===== src/rtl/mw_pkg.sv =====
// Shared constants for the M->W load stage: load-op encodings, bubble word, reset PC.
package mw_pkg;

    localparam logic [3:0]  LOADOP_WORD      = 4'b0000;
    localparam logic [3:0]  LOADOP_LB        = 4'b0001;
    localparam logic [3:0]  LOADOP_LH        = 4'b0010;

    localparam logic [31:0] NOP_INSTR        = 32'h0;
    localparam logic [31:0] PC_RESET_DEFAULT = 32'h0000_3000;

    // Sign-extend a byte or halfword to 32 bits.
    function automatic logic [31:0] sext8(input logic [7:0] b);
        return {{24{b[7]}}, b};
    endfunction

    function automatic logic [31:0] sext16(input logic [15:0] h);
        return {{16{h[15]}}, h};
    endfunction

endpackage


===== src/rtl/load_ext.sv =====
// Combinational load-data extender: picks the addressed byte/half of the read word
// and sign-extends it; unknown load ops pass the full word.
module load_ext
    import mw_pkg::*;
(
    input  logic [31:0] rdata,
    input  logic [1:0]  off,
    input  logic [3:0]  loadop,
    output logic [31:0] ext
);

    logic [7:0]  byte_sel;
    logic [15:0] half_sel;

    always_comb begin
        byte_sel = rdata[7:0];
        case (off)
            2'd0: byte_sel = rdata[7:0];
            2'd1: byte_sel = rdata[15:8];
            2'd2: byte_sel = rdata[23:16];
            2'd3: byte_sel = rdata[31:24];
            default: byte_sel = rdata[7:0];
        endcase
        // Halfword select uses only off[1]; a misaligned off[0] is ignored here.
        half_sel = off[1] ? rdata[31:16] : rdata[15:0];
    end

    always_comb begin
        ext = rdata;
        case (loadop)
            LOADOP_LB: ext = sext8(byte_sel);
            LOADOP_LH: ext = sext16(half_sel);
            default:   ext = rdata;
        endcase
    end

endmodule


===== src/rtl/mw_load_stage.sv =====
// M->W pipeline register with flush/squash at capture and load-data extension in W.
// Optional retire counter enabled by defining MW_RETIRE_CNT_EN.
module mw_load_stage
    import mw_pkg::*;
#(
    parameter logic [31:0] PC_RESET = PC_RESET_DEFAULT,
    parameter int          DATA_W   = 32
) (
    input  logic              clk,
    input  logic              reset,
    input  logic [31:0]       Instruction_M,
    input  logic [31:0]       PC_M,
    input  logic [31:0]       ALUresult_M,
    input  logic [DATA_W-1:0] Result_M,
    input  logic [DATA_W-1:0] m_data_rdata,
    input  logic [3:0]        Loadop,
    input  logic              MemToReg_M,
    input  logic              RegWrite_M,
    input  logic [4:0]        WriteReg_M,
    input  logic              Error_M,
    input  logic              Req,
    output logic [31:0]       Instruction_W,
    output logic [31:0]       PC_W,
    output logic [4:0]        WriteReg_W,
    output logic [DATA_W-1:0] WriteData_W,
    output logic              RegWrite_W
`ifdef MW_RETIRE_CNT_EN
    ,
    output logic [31:0]       retire_cnt
`endif
);

    logic [1:0]        off_q;
    logic [3:0]        loadop_q;
    logic              mem_to_reg_q;
    logic [DATA_W-1:0] rdata_q;
    logic [DATA_W-1:0] result_q;
    logic [DATA_W-1:0] ext_data;
    logic              reg_write_next;

    // Only the byte offset of the address is needed downstream.
    logic unused_addr_bits;
    assign unused_addr_bits = ^ALUresult_M[31:2];

    // Exception squash and writes to $0 both suppress the GPR write.
    assign reg_write_next = RegWrite_M && !Error_M && (WriteReg_M != 5'd0);

    always_ff @(posedge clk or negedge reset) begin
        if (!reset) begin
            Instruction_W <= NOP_INSTR;
            PC_W          <= PC_RESET;
            WriteReg_W    <= 5'd0;
            RegWrite_W    <= 1'b0;
            off_q         <= 2'd0;
            loadop_q      <= LOADOP_WORD;
            mem_to_reg_q  <= 1'b0;
            rdata_q       <= '0;
            result_q      <= '0;
        end else if (Req) begin
            Instruction_W <= NOP_INSTR;
            PC_W          <= PC_RESET;
            WriteReg_W    <= 5'd0;
            RegWrite_W    <= 1'b0;
            off_q         <= 2'd0;
            loadop_q      <= LOADOP_WORD;
            mem_to_reg_q  <= 1'b0;
            rdata_q       <= '0;
            result_q      <= '0;
        end else begin
            Instruction_W <= Instruction_M;
            PC_W          <= PC_M;
            WriteReg_W    <= WriteReg_M;
            RegWrite_W    <= reg_write_next;
            off_q         <= ALUresult_M[1:0];
            loadop_q      <= Loadop;
            mem_to_reg_q  <= MemToReg_M;
            rdata_q       <= m_data_rdata;
            result_q      <= Result_M;
        end
    end

    load_ext u_load_ext (
        .rdata  (rdata_q),
        .off    (off_q),
        .loadop (loadop_q),
        .ext    (ext_data)
    );

    assign WriteData_W = mem_to_reg_q ? ext_data : result_q;

`ifdef MW_RETIRE_CNT_EN
    // Counts every real instruction entering W, including squashed ones; wraps freely.
    always_ff @(posedge clk or negedge reset) begin
        if (!reset) begin
            retire_cnt <= 32'd0;
        end else if (!Req && (Instruction_M != NOP_INSTR)) begin
            retire_cnt <= retire_cnt + 32'd1;
        end
    end
`endif

endmodule

===== config.mk =====
export PLATFORM = sky130hd
export DESIGN_NAME = mw_load_stage
export DESIGN_NICKNAME = d
export VERILOG_FILES = /design/src/rtl/mw_pkg.sv /design/src/rtl/load_ext.sv /design/src/rtl/mw_load_stage.sv
export SDC_FILE = /design/constraint.sdc
export NUM_CORES = 1
export LEC_CHECK = 0
export CAP_MARGIN = 20
export CORE_ASPECT_RATIO = 1.4
export CORE_MARGIN = 2
export CORE_UTILIZATION = 40
export CTS_CLUSTER_DIAMETER = 200
export DETAILED_ROUTE_END_ITERATION = 6
export PLACE_DENSITY_LB_ADDON = 0.08
export SYNTH_ARGS = -nofsm -noshare
export SYNTH_HDL_FRONTEND = slang
export SYNTH_SLANG_ARGS = --single-unit
export TNS_END_PERCENT = 1

===== constraint.sdc =====
create_clock -name clk -period 4.4 [get_ports clk]
set_input_delay 0.66 -clock clk [delete_from_list [all_inputs] [get_ports clk]]
set_output_delay 0.66 -clock clk [all_outputs]
set_load 0.01 [all_outputs]

[Yosys cells after proc, flatten, opt, wreduce, memory -nomap -nowiden]
Cells that the tools add are included.
Cells by class
  $add $sub $neg: 0
  multiply operators: 0
  divide/modulo/power cells: 0
  order comparisons: 0
  eq/ne operators: 5
  shifts and indexed selects: 0
  multiplexer cells: 13
  bitwise gates (word level): 0
  reductions and logical operators: 5
Operators by type and width (count)
  32-bit 2-to-1 mux: 5
  32-bit one-hot mux with 2 select lines: 1
  8-bit one-hot mux with 4 select lines: 1
  16-bit 2-to-1 mux: 1
  5-bit 2-to-1 mux: 1
  5-bit nonzero test: 1
  2-bit == test, second input constant: 2
  4-bit by 1-bit == test with 1-bit output, second input constant: 1
  4-bit by 2-bit == test with 1-bit output, second input constant: 1
  4-bit 2-to-1 mux: 1
  2-bit by 1-bit == test with 1-bit output, second input constant: 1
  1-bit logical AND: 2
  2-bit logical NOT: 1
  1-bit 2-to-1 mux: 2
  2-bit 2-to-1 mux: 1
  1-bit logical NOT: 1
Storage, ports and cells
  register bits: 141
  bits in latches: 0
  memory bits (writable): 0
  ROM bits: 0
  word-level logic and storage cells: 32
  memories: 0

[Logic depth before layout (Yosys ltp)]
  depth in word-level cells: 4
  gate-level depth with buffers: 6
  mapped depth without buffers: 4

[Hierarchy]
A second synthesis with hierarchy kept.
Unflattened totals
  cells, all modules: 411
  area, all modules: 5582.9 um^2
By module, submodules not included
  mw_load_stage: times used 1, cells an instance 335, area each 4883.4 um^2, sequential area each 3530.9 um^2
  load_ext: times used 1, cells an instance 76, area each 699.4 um^2, sequential area each 0.0 um^2

[Worst setup path after synthesis]
Ideal clock, no wire load.
  path kind: reg-to-output
  from: reg off_q[1]
  to: out WriteData_W[10]
  arrival time: 1672 ps
  data required time: 3740 ps
  setup slack: 2068 ps
  cell stages (with the launch flop): 5
  path buffers: 1
  cells stage by stage: dfrtp_1 > buf_4 > mux4_1 > a21oi_1 > a31oi_1
Between the ends
  longest elaborated chain between the ends: 4
  elaborated cells between the ends (all ways): 8
RTL lines
  from (decl): line mw_load_stage.sv:33  | logic [1:0] off_q;
  from (signal assigned): line mw_load_stage.sv:74  | off_q <= ALUresult_M[1:0];
  2-bit == test, or another cell as far along: line load_ext.sv:17  | case (off)
  8-bit one-hot mux with 4 select lines: line load_ext.sv:17
  32-bit one-hot mux with 2 select lines *: line load_ext.sv:30  | case (loadop)
  32-bit 2-to-1 mux *: line mw_load_stage.sv:89  | assign WriteData_W = mem_to_reg_q ? ext_data : result_q;
  to (decl): line mw_load_stage.sv:25  | output logic [DATA_W-1:0] WriteData_W,
Mark *: on every way between the ends. The rest lies on a longest branch, timed or not.

[Worst setup path after layout]
  from: reg loadop_q[1]
  to: out WriteData_W[28]
Between the ends
  longest elaborated chain between the ends: 3
  elaborated cells between the ends (all ways): 4
RTL lines
  from (decl): line mw_load_stage.sv:34  | logic [3:0] loadop_q;
  from (signal assigned): line mw_load_stage.sv:75  | loadop_q <= Loadop;
  4-bit by 2-bit == test with 1-bit output or 4-bit by 1-bit == test with 1-bit output (tied branches): line load_ext.sv:30
  32-bit one-hot mux with 2 select lines *: line load_ext.sv:30
  32-bit 2-to-1 mux *: line mw_load_stage.sv:89
Marked as above.

==> impl_metrics.yaml <==
synthesis:
  ys_types: 37
  ys_seq_area_share_pct: 64.4
  ys_ff_latch: 141
  synth_area_per_cell_sq_um: 13.0
  syn_area_sq_um: 5490
  synth_cells: 423
  yosys_most_used_dff: "dfrtp_1"
  synth_edf_count: 0
  synth.yosys.warnings: 0
  synthArstFlopShare_pct: 100
  syn-num-nets: 598
clock_network:
  cts-root-buf: "clkbuf_16"
  cts_resized: 0
  clock_sinks: 141
  clk_path_buf_depth: 2
  cts_made_buffers: 17
  cts_tree: "built"
  clk_pin_slew_ns: 0.06
  hold_buffers: 0
  htree_num_levels: 4
  postCtsSetupBuffers: 0
worst_setup_path:
  path_max_fanout: 17
  path_cells: "nor4b_4 > buf_4 > a221oi_1 > nor4_4 > a221o_2 > clkdlybuf4s50_1"
  critPathBufInv: 2
  cpPeakStageDelay_ns: 0.83
  critPathSlowestCell: "nor4_4"
  start_kind: "register"
  arrival_ns: 3.13
  cp_data_required_time_ns: 3.74
  cpLargestDelayFamily: "simple AND/OR/NAND/NOR gates"
  crit_path_end_kind: "output port"
  criticalPathCategory: "reg2out"
drt:
  met1Wirelength_mm: 5.26
  wl_met3_mm: 1.60
  highest_layer: "met4"
  totalWireLength_mm: 14.8
  wl_met2_mm: 7.64
  ant_nets: 0
  drt_iter0_drc: 139
  wl_per_cell_um: 17.2
  drt_pass1_iterations: 4
  routed_via_density: 4.72
  drc: 0
  vias: 4060
floorplan:
  io_pins: 277
  core-area_sq_um: 13400
  rows: 50
  die-height_um: 143
  die-area_sq_um: 14700
  die_w_um: 103
  initial_core_util_pct: 41.0
finish:
  nFillCells: 1076
  final_nets: 842
  area.growth.synth_to_final_pct: 57.3
  drive_gt1_share_pct: 8.39
  final_common_cell: "clkdlybuf4s50_1"
  ff_latch_area_sq_um: 3530
  num_antenna_cells: 0
  most-common-layout-cells: "244 x clkdlybuf4s50_1, 140 x nor2b_1, 139 x dfrtp_1"
  finish.utilization_pct: 64.4
  multi_input_area_sq_um: 1790
placement:
  place.gp.congestion: 0.832
  port_buffers: 246
  dp.final_hpwl_mm: 10.9
grt:
  antenna_found_initial: 0
  grt_pass1_wl_mm: 22.8
  grtUsageTotal_pct: 21.0
  grt-ovfl-total: 0
  grt_pass1_vias: 4339
  grt_max_degree: 102
timing:
  finalHoldViolCount: 0
  drv_slew: 0
  fmax_mhz: 264
  period_needed_ns: 3.79
  finalSetupViolCount: 0
  setup-tns-final_ns: 0
  tightest_slew_ns: 0.995
  maxSlewHeadroom_pct: 33.7
  rsz0062_at_grt: "false"
  fin_crit_sh_pct: 86.1
power:
  p_leak_nw: 3.67
  powerDensity_nw_per_um2: 368
  ir_worst_vdd_mv: 0.212
worst_hold_path:
  hold_path_class: "in2async"
flow_run:
  cap_violations: 0
status:
  status: "complete, no violations"
## stage by stage
| stage | total power [W] | hold slack, ns | worst slack [ns] | std cells | cell area (sq um) |
|---|---|---|---|---|---|
| 6_report | 0.00317 | 0.146 | 0.610 | 861 | 8630 |
| 5_1_grt | 0.00330 | 0.165 | 0.349 | 861 | 8630 |
| 4_1_cts | 0.00321 | 0.147 | 0.583 | 861 | 8630 |
| 3_5_place_dp | 0.00187 | 0.592 | 1.03 | 830 | 8080 |
| 3_3_place_gp | 0.00186 | 0.585 | 1.09 | 830 | 8080 |
| 2_1_floorplan | 0.00157 | 0.364 | 2.07 | 423 | 5490 |
## cell families after synthesis
group                  after synthesis  share of synthesized area, %
and+or+nand+nor                    183                          20.3
AOI/OAI and AO/OA                   57                          8.37
DFF                                141                          64.4
buffers and inverters               33                          2.97
muxes                                9                          4.04
## worst max path at each step
stage                     cells past startpoint        start         endpoint
after detailed placement                      6  loadop_q[1]  WriteData_W[28]
after global placement                        6  loadop_q[1]  WriteData_W[31]
final                                         6  loadop_q[1]  WriteData_W[28]
after CTS                                     6  loadop_q[1]  WriteData_W[28]
after floorplan                               4     off_q[1]  WriteData_W[10]
after global routing                          6  loadop_q[1]  WriteData_W[28]
## where the power goes
group	switching [W]	total, W	internal (W)
sequential	0.0000372	0.00140	0.00136
clock	0.000556	0.00133	0.000775
combinational	0.000168	0.000443	0.000275
## cell usage after synthesis (2+ instances only)
master,instances,area (sq um)
nor2b_1,140,876
dfrtp_1,139,3480
clkbuf_1,19,71.3
nor2_1,18,67.6
a21oi_1,12,60.1
nand2_1,12,45.0
a221o_2,11,124
a221oi_1,8,70.1
mux4_1,8,210
a221o_1,6,60.1
a31oi_1,6,37.5
a32oi_1,6,52.6
inv_1,6,22.5
a211oi_1,4,30.0
buf_6,2,22.5
dfstp_2,2,52.6
dlygate4sd1_1,2,17.5
o21ai_0,2,10.0
or2_2,2,12.5
## metal layers
layer  vias to the layer above  GRT usage (%)
met5                         -              0
met4                         0           7.96
met3                        17           9.77
met2                       180           35.7
met1                      1942           22.3
li1                       1921              -
## final cells by class
cell class                      instances  area share (%)
Sequential cell                       141            40.9
Timing Repair Buffer                  251            29.0
Multi-Input combinational cell        249            20.8
Clock buffer                           18            4.98
Tap cell                              182            2.64
Clock inverter                         13            1.41
Inverter                                7           0.305
## state kept, by name, indices dropped and copies added, names as in the netlist
name           cells
mem_to_reg_q       1
off_q              2
loadop_q           4
WriteReg_W         5
RegWrite_W         1
Instruction_W     32
result_q          32
PC_W              32
rdata_q           32
No activity file was read; power rests on OpenSTA's default activity.
